===== config.mk =====
export PLATFORM = sky130hd
export DESIGN_NAME = trim_sched
export DESIGN_NICKNAME = d
export VERILOG_FILES = /design/src/rtl/trim_sched.sv
export SDC_FILE = /design/constraint.sdc
export NUM_CORES = 1
export LEC_CHECK = 0
export ABC_AREA = 0
export ABC_CLOCK_PERIOD_IN_PS = 2300
export BUFFER_PORTS_ARGS = -buffer_cell sky130_fd_sc_hd__buf_2
export CORE_ASPECT_RATIO = 0.9
export CORE_UTILIZATION = 48
export CTS_BUF_LIST = sky130_fd_sc_hd__clkbuf_8
export CTS_CLUSTER_DIAMETER = 150
export CTS_CLUSTER_SIZE = 25
export DETAILED_ROUTE_END_ITERATION = 12
export PLACE_DENSITY = 0.88
export SLEW_MARGIN = 20
export SYNTH_ARGS = -nofsm -noshare
export SYNTH_HDL_FRONTEND = slang
export SYNTH_SLANG_ARGS = --single-unit

===== constraint.sdc =====
create_clock -name osc_clk -period 2.3 [get_ports osc_clk]
set_input_delay 0.115 -clock osc_clk [delete_from_list [all_inputs] [get_ports osc_clk]]
set_output_delay 0.115 -clock osc_clk [all_outputs]
set_load 0.02 [all_outputs]

===== src/rtl/trim_sched.sv =====
// trim_sched: round-robin sequencer sharing one trim engine among NCH oscillators; TRIM_SCHED_PERIODIC_EN adds periodic recalibration.
// Latency: req edge to setb high 2+SETUP_CYC cycles, raw done to ack 3 cycles; no backpressure, requests wait as pending bits.
module trim_sched #(
  parameter int NCH       = 3,
  parameter int TW        = 16,
  parameter int TOW       = 20,
  parameter int SETUP_CYC = 4
) (
  input  logic                     osc_clk,
  input  logic                     rstb,
  input  logic [NCH-1:0]           req,
  input  logic [NCH*16-1:0]        ref_cnt_tab,
  input  logic [7:0]               ref_div,
  input  logic [3:0]               from_msb,
  input  logic [TOW-1:0]           timeout,
`ifdef TRIM_SCHED_PERIODIC_EN
  input  logic [23:0]              period,
`endif
  output logic                     eng_setb,
  output logic [$clog2(NCH)-1:0]   eng_sel,
  output logic [15:0]              eng_ref_cnt,
  output logic [7:0]               eng_ref_div,
  output logic [3:0]               eng_from_msb,
  input  logic                     eng_trim_done,
  input  logic [TW-1:0]            eng_trim,
  output logic [NCH*TW-1:0]        cal,
  output logic [NCH-1:0]           ack,
  output logic [NCH-1:0]           err,
  output logic                     busy
);

  localparam int CW = $clog2(NCH);
  localparam int SW = (SETUP_CYC > 1) ? $clog2(SETUP_CYC) : 1;
  localparam logic [TW-1:0] CAL_RST = {1'b1, {(TW-1){1'b0}}};

  typedef enum logic [2:0] {S_IDLE, S_SETUP, S_RUN, S_CAPTURE, S_RELEASE} state_t;

  state_t          state, state_nxt;
  logic [NCH-1:0]  req_d, pending, pend_set, gnt_mask;
  logic            done_m, done_s;
  logic [CW-1:0]   rr, gnt_ch, cand;
  logic            gnt_vld, grant;
  logic [SW-1:0]   cyc_cnt;
  logic            cyc_last;
  logic [TOW-1:0]  to_cnt;
  logic            to_hit, to_path;
  logic [TW-1:0]   cal_q [NCH];
  int              idx;

`ifdef TRIM_SCHED_PERIODIC_EN
  logic [23:0] per_cnt;
  logic        per_hit;

  assign per_hit = (period != '0) && (per_cnt == period - 24'd1);

  always_ff @(posedge osc_clk or negedge rstb) begin
    if (!rstb)                        per_cnt <= '0;
    else if (period == '0 || per_hit) per_cnt <= '0;
    else                              per_cnt <= per_cnt + 24'd1;
  end

  assign pend_set = (req & ~req_d) | {NCH{per_hit}};
`else
  assign pend_set = req & ~req_d;
`endif

  // An edge landing in the grant cycle survives the clear, so the channel runs again.
  always_ff @(posedge osc_clk or negedge rstb) begin
    if (!rstb) begin
      req_d   <= '0;
      pending <= '0;
    end else begin
      req_d   <= req;
      pending <= (pending & ~gnt_mask) | pend_set;
    end
  end

  always_ff @(posedge osc_clk or negedge rstb) begin
    if (!rstb) begin
      done_m <= 1'b0;
      done_s <= 1'b0;
    end else begin
      done_m <= eng_trim_done;
      done_s <= done_m;
    end
  end

  always_comb begin
    gnt_vld = 1'b0;
    gnt_ch  = '0;
    cand    = '0;
    idx     = 0;
    for (int k = 1; k <= NCH; k++) begin
      idx  = (int'(rr) + k) % NCH;
      cand = CW'(idx);
      if (!gnt_vld && pending[cand]) begin
        gnt_vld = 1'b1;
        gnt_ch  = cand;
      end
    end
  end

  assign grant    = (state == S_IDLE) && gnt_vld && !done_s;
  assign gnt_mask = grant ? (NCH'(1) << gnt_ch) : '0;
  assign cyc_last = (cyc_cnt == SW'(SETUP_CYC - 1));
  assign to_hit   = (timeout != '0) && (to_cnt == timeout - TOW'(1));

  always_ff @(posedge osc_clk or negedge rstb) begin
    if (!rstb) state <= S_IDLE;
    else       state <= state_nxt;
  end

  always_comb begin
    state_nxt = state;
    case (state)
      S_IDLE:    if (grant)    state_nxt = S_SETUP;
      S_SETUP:   if (cyc_last) state_nxt = S_RUN;
      S_RUN: begin
        if (done_s)      state_nxt = S_CAPTURE;
        else if (to_hit) state_nxt = S_RELEASE;
      end
      S_CAPTURE:           state_nxt = S_RELEASE;
      S_RELEASE: if (cyc_last) state_nxt = S_IDLE;
      default:             state_nxt = S_IDLE;
    endcase
  end

  always_comb begin
    eng_setb = 1'b0;
    busy     = 1'b1;
    ack      = '0;
    case (state)
      S_IDLE:           busy     = 1'b0;
      S_RUN, S_CAPTURE: eng_setb = 1'b1;
      default: ;
    endcase
    if (state == S_CAPTURE || (state == S_RELEASE && to_path && cyc_cnt == '0))
      ack = NCH'(1) << eng_sel;
  end

  // Engine configuration is only ever loaded at grant, so it stays frozen for the whole run.
  always_ff @(posedge osc_clk or negedge rstb) begin
    if (!rstb) begin
      cyc_cnt      <= '0;
      to_cnt       <= '0;
      to_path      <= 1'b0;
      rr           <= CW'(NCH - 1);
      eng_sel      <= '0;
      eng_ref_cnt  <= '0;
      eng_ref_div  <= '0;
      eng_from_msb <= '0;
      err          <= '0;
      for (int i = 0; i < NCH; i++) cal_q[i] <= CAL_RST;
    end else begin
      cyc_cnt <= (state_nxt != state) ? '0 : cyc_cnt + 1'b1;
      if (state == S_SETUP)
        to_cnt <= '0;
      else if (state == S_RUN && to_cnt != '1)
        to_cnt <= to_cnt + 1'b1;
      if (grant) begin
        rr           <= gnt_ch;
        eng_sel      <= gnt_ch;
        eng_ref_cnt  <= ref_cnt_tab[16*gnt_ch +: 16];
        eng_ref_div  <= ref_div;
        eng_from_msb <= from_msb;
        to_path      <= 1'b0;
      end
      if (state == S_RUN) begin
        if (done_s) begin
          cal_q[eng_sel] <= eng_trim;
          err[eng_sel]   <= 1'b0;
        end else if (to_hit) begin
          err[eng_sel]   <= 1'b1;
          to_path        <= 1'b1;
        end
      end
    end
  end

  for (genvar g = 0; g < NCH; g++) begin : g_cal
    assign cal[g*TW +: TW] = cal_q[g];
  end

endmodule


==> impl_metrics.py <==
metrics = {
    "grt": {
        "gr-total-overflow": 0,
        "grt_start_max_net_pins": 38,
        "grt_pass1_wl_mm": 27.0,
        "grt_pass1_vias": 5625,
        "antenna_found_initial": 0,
        "track_usage_pct": 27.4,
    },
    "layout": {
        "regArea_mm2": 0.00291,
        "layout.cells.most_common_list": "buf_2 (186), dfrtp_1 (112), mux2_2 (61)",
        "finalNetCount": 933,
        "fillers": 796,
        "drive_gt1_share_pct": 44.5,
        "synthToLayoutAreaGrowth_pct": 44.5,
        "n_antenna_cell": 0,
        "layout_commonest_cell": "buf_2",
        "multi_input_area_mm2": 0.00286,
    },
    "place": {
        "io_buffers": 187,
        "place_congestion": 0.856,
        "hpwl_mm": 10.6,
    },
    "setup_path": {
        "crit_path_end": "cyc_cnt[1]",
        "crit_start": "to_cnt[2]",
        "reg2reg_to": "cyc_cnt[1]",
        "r2r_slack_ns": -0.003,
        "crit_arrival_ns": 2.62,
        "cp_max_fo": 3,
        "cp_slowest_cell": "or4_4",
        "critPathKind": "reg2reg",
        "end_kind": "flip-flop",
        "timing.reg2reg.worst_path_depth": 7,
        "r2r_start": "to_cnt[2]",
        "cpLargestDelayFamily": "simple AND/OR/NAND/NOR gates",
        "path_cells": "and2b_1 > or3_4 > a311oi_2 > nand4_1 > or4_4 > nor3b_4 > nor3b_1",
        "critPathLaunchType": "flip-flop",
        "cp.depth": 7,
        "cp.required_ns": 2.61,
        "max_stage_delay_ns": 0.49,
        "path_buf_inv": 0,
    },
    "drt": {
        "drtIter0Drc": 305,
        "routed_wl_mm": 17.4,
        "postRouteAntennaNets": 0,
        "vias": 5379,
        "dr.pass1.iters": 5,
        "drc_errors": 0,
        "wl_per_cell_um": 17.5,
        "viasPerCell": 5.41,
    },
    "sta": {
        "fin_ws_ns": -0.00276,
        "period_share_pct": 100,
        "rsz0062_at_grt": "yes",
        "final-setup-viol-count": 1,
        "whs_ns": 0.0208,
        "tightest_slew_ns": 0.578,
        "hold_violations": 0,
        "fmax_mhz": 434,
        "period_needed_ns": 2.30,
        "finalMaxSlewViolations": 0,
        "slew_headroom_pct": 61.3,
        "fin_worst_skew_ns": 0.0137,
    },
    "floorplan": {
        "io-pin-count": 188,
        "coreArea_mm2": 0.0116,
        "dieHeight_um": 106,
        "die-area_mm2": 0.0125,
        "fp.dieW_um": 118,
        "start_util_pct": 49.9,
        "rows": 37,
    },
    "synth": {
        "ys_seq_area_share_pct": 50.4,
        "async_flop_share_pct": 100,
        "yosys_warnings": 0,
        "synth_edf_count": 0,
        "synth_area_mm2": 0.00577,
        "synth_top_area_cell": "dfrtp_1",
        "ys.flop_type": "dfrtp_1",
        "synth_top_area_share_pct": 48.6,
        "synth_cell_types": 56,
        "ys_ff_latch": 116,
        "synthTopCellsByArea": "dfrtp_1 (49%), mux2_2 (12%), xor2_1 (4.1%), nor2_1 (3.6%), mux2i_1 (2.9%)",
        "synth_nets": 645,
        "avgSynthCellArea_um2": 10.7,
        "synthCells": 537,
    },
    "clock_network": {
        "numCtsBuffers": 17,
        "ctsLongestPathBuffers": 2,
        "cts_max_level": 4,
        "cts.sinks": 116,
        "cts_tree": "done",
        "worstSkewPairLatency_ns": 0.44,
        "cts_root_buffer": "clkbuf_8",
        "clk_pin_slew_worst_paths_ns": 0.07,
    },
    "outcome": {
        "status": "finished, violations left",
        "violations": "setup timing",
    },
    "power": {
        "irDropWorstVdd_v": 0.00102,
        "powerDensity_mw_per_mm2": 1260,
        "totalPowerFinal_mw": 10.5,
        "p_leak_nw": 3.98,
    },
    "worst_hold_path": {
        "worstHoldPathType": "in2reg",
    },
    "job": {
        "maxCapViolCount": 0,
    },
}
-- worst min-delay path, cell delays in order --
cell	delay [ns]
buf_2	0.08
a21oi_1	0.06
o21ai_0	0.16
-- flip-flops by register name, summed over array words and instances, names as in the netlist, named ones only --
name,flops
cal,48
to_cnt,20
eng_ref_cnt,16
eng_ref_div,8
eng_from_msb,4
pending,3
req_d,3
state,3
cyc_cnt,2
eng_sel,2
done_m,1
done_s,1
rr,1
to_path,1
-- metrics by stage --
step | area [um^2] | util (%) | instances | setup slack [ns] | TNS, ns
floorplan | 5840 | - | 537 | -0.0388 | -0.103
global placement | 7270 | 62.8 | 905 | -0.240 | -1.86
detailed placement | 7270 | 62.8 | 905 | -0.341 | -2.50
CTS | 8150 | 70.4 | 985 | 0.0425 | 0
global route | 8340 | 72.1 | 994 | -0.0990 | -1.08
finish | 8340 | 72.1 | 994 | -0.00276 | -0.00276
-- cell type report --
cell class              instances  share of cell area, %
multi-input cells             384                   34.3
repair buffers                291                   23.0
flip-flops and latches        116                   34.9
well taps                     156                   2.34
inverters                      15                  0.885
clock inverters                15                   1.86
clock buffers                  17                   2.81
-- routing by layer --
metal / vias to the layer above / GRT usage, % / wire length [um]
li1: 2495 / - / -
met1: 2622 / 31.1 / 6880
met2: 225 / 50.0 / 8970
met3: 37 / 7.67 / 1150
met4: 0 / 8.88 / 362
met5: - / 0 / 0
-- power by group --
group / internal, mW / leakage, nW / switching (mW) / total (mW)
clock: 0.966 / 0.193 / 0.897 / 1.86
combinational: 2.23 / 2.38 / 3.03 / 5.25
sequential: 2.86 / 1.41 / 0.515 / 3.38
-- synthesized netlist by cell type, types with 2 or more instances --
master,n
nor4_1,8
ha_1,6
nand3_1,12
and3_1,7
a311oi_1,2
dfrtp_1,112
nor3b_1,5
nor2_1,55
o32ai_1,2
or4_1,3
o211ai_1,2
nand2_1,34
nor2b_1,5
and4_1,5
nand4_1,14
or3_1,5
xnor2_1,13
mux2_2,61
a22oi_1,2
clkbuf_1,17
nor3_2,2
o21ai_0,26
a31oi_1,4
nor3_1,14
dfstp_2,4
a21oi_1,23
nand2b_1,3
maj3_1,3
xor2_1,27
a211oi_1,4
inv_1,15
mux2i_1,17
buf_2,2
-- repair_timing --
item                                    CTS  global route
hold buffers                             48             0
buffers inserted                          0             5
hold endpoints to repair                143             0
resized for setup                         2            32
cloned                                    0             4
pin swaps                                 2             2
endpoints found under the setup margin    8            45
-- cells by family (layout without fill, tap and decap cells) --
group	after synthesis	count (layout)	share of synthesized area (%)
multiplexers	78	78	14.9
flip-flops	116	116	50.4
XOR/XNOR	40	40	6.07
AND/OR/NAND/NOR	182	182	16.4
AO/OA/AOI/OAI	75	75	7.81
buffers and inverters	37	338	2.65
adder cells (fa/ha/maj)	9	9	1.82
-- how the worst min path moves through the flow --
stage	startpoint	endpoint	slack, ns	cells past startpoint
6_report	ref_cnt_tab[46]	eng_ref_cnt[14]	0.02	3
5_1_grt	ref_cnt_tab[46]	eng_ref_cnt[14]	0.03	3
4_1_cts	ref_cnt_tab[46]	eng_ref_cnt[14]	0.004	3
2_1_floorplan	rstb	asynchronous set/reset pin	-0.18	0
3_5_place_dp	rstb	cal[27]	0.05	1
3_3_place_gp	rstb	cal[43]	0.05	1
Note: power is estimated with default switching activity, not from simulation.
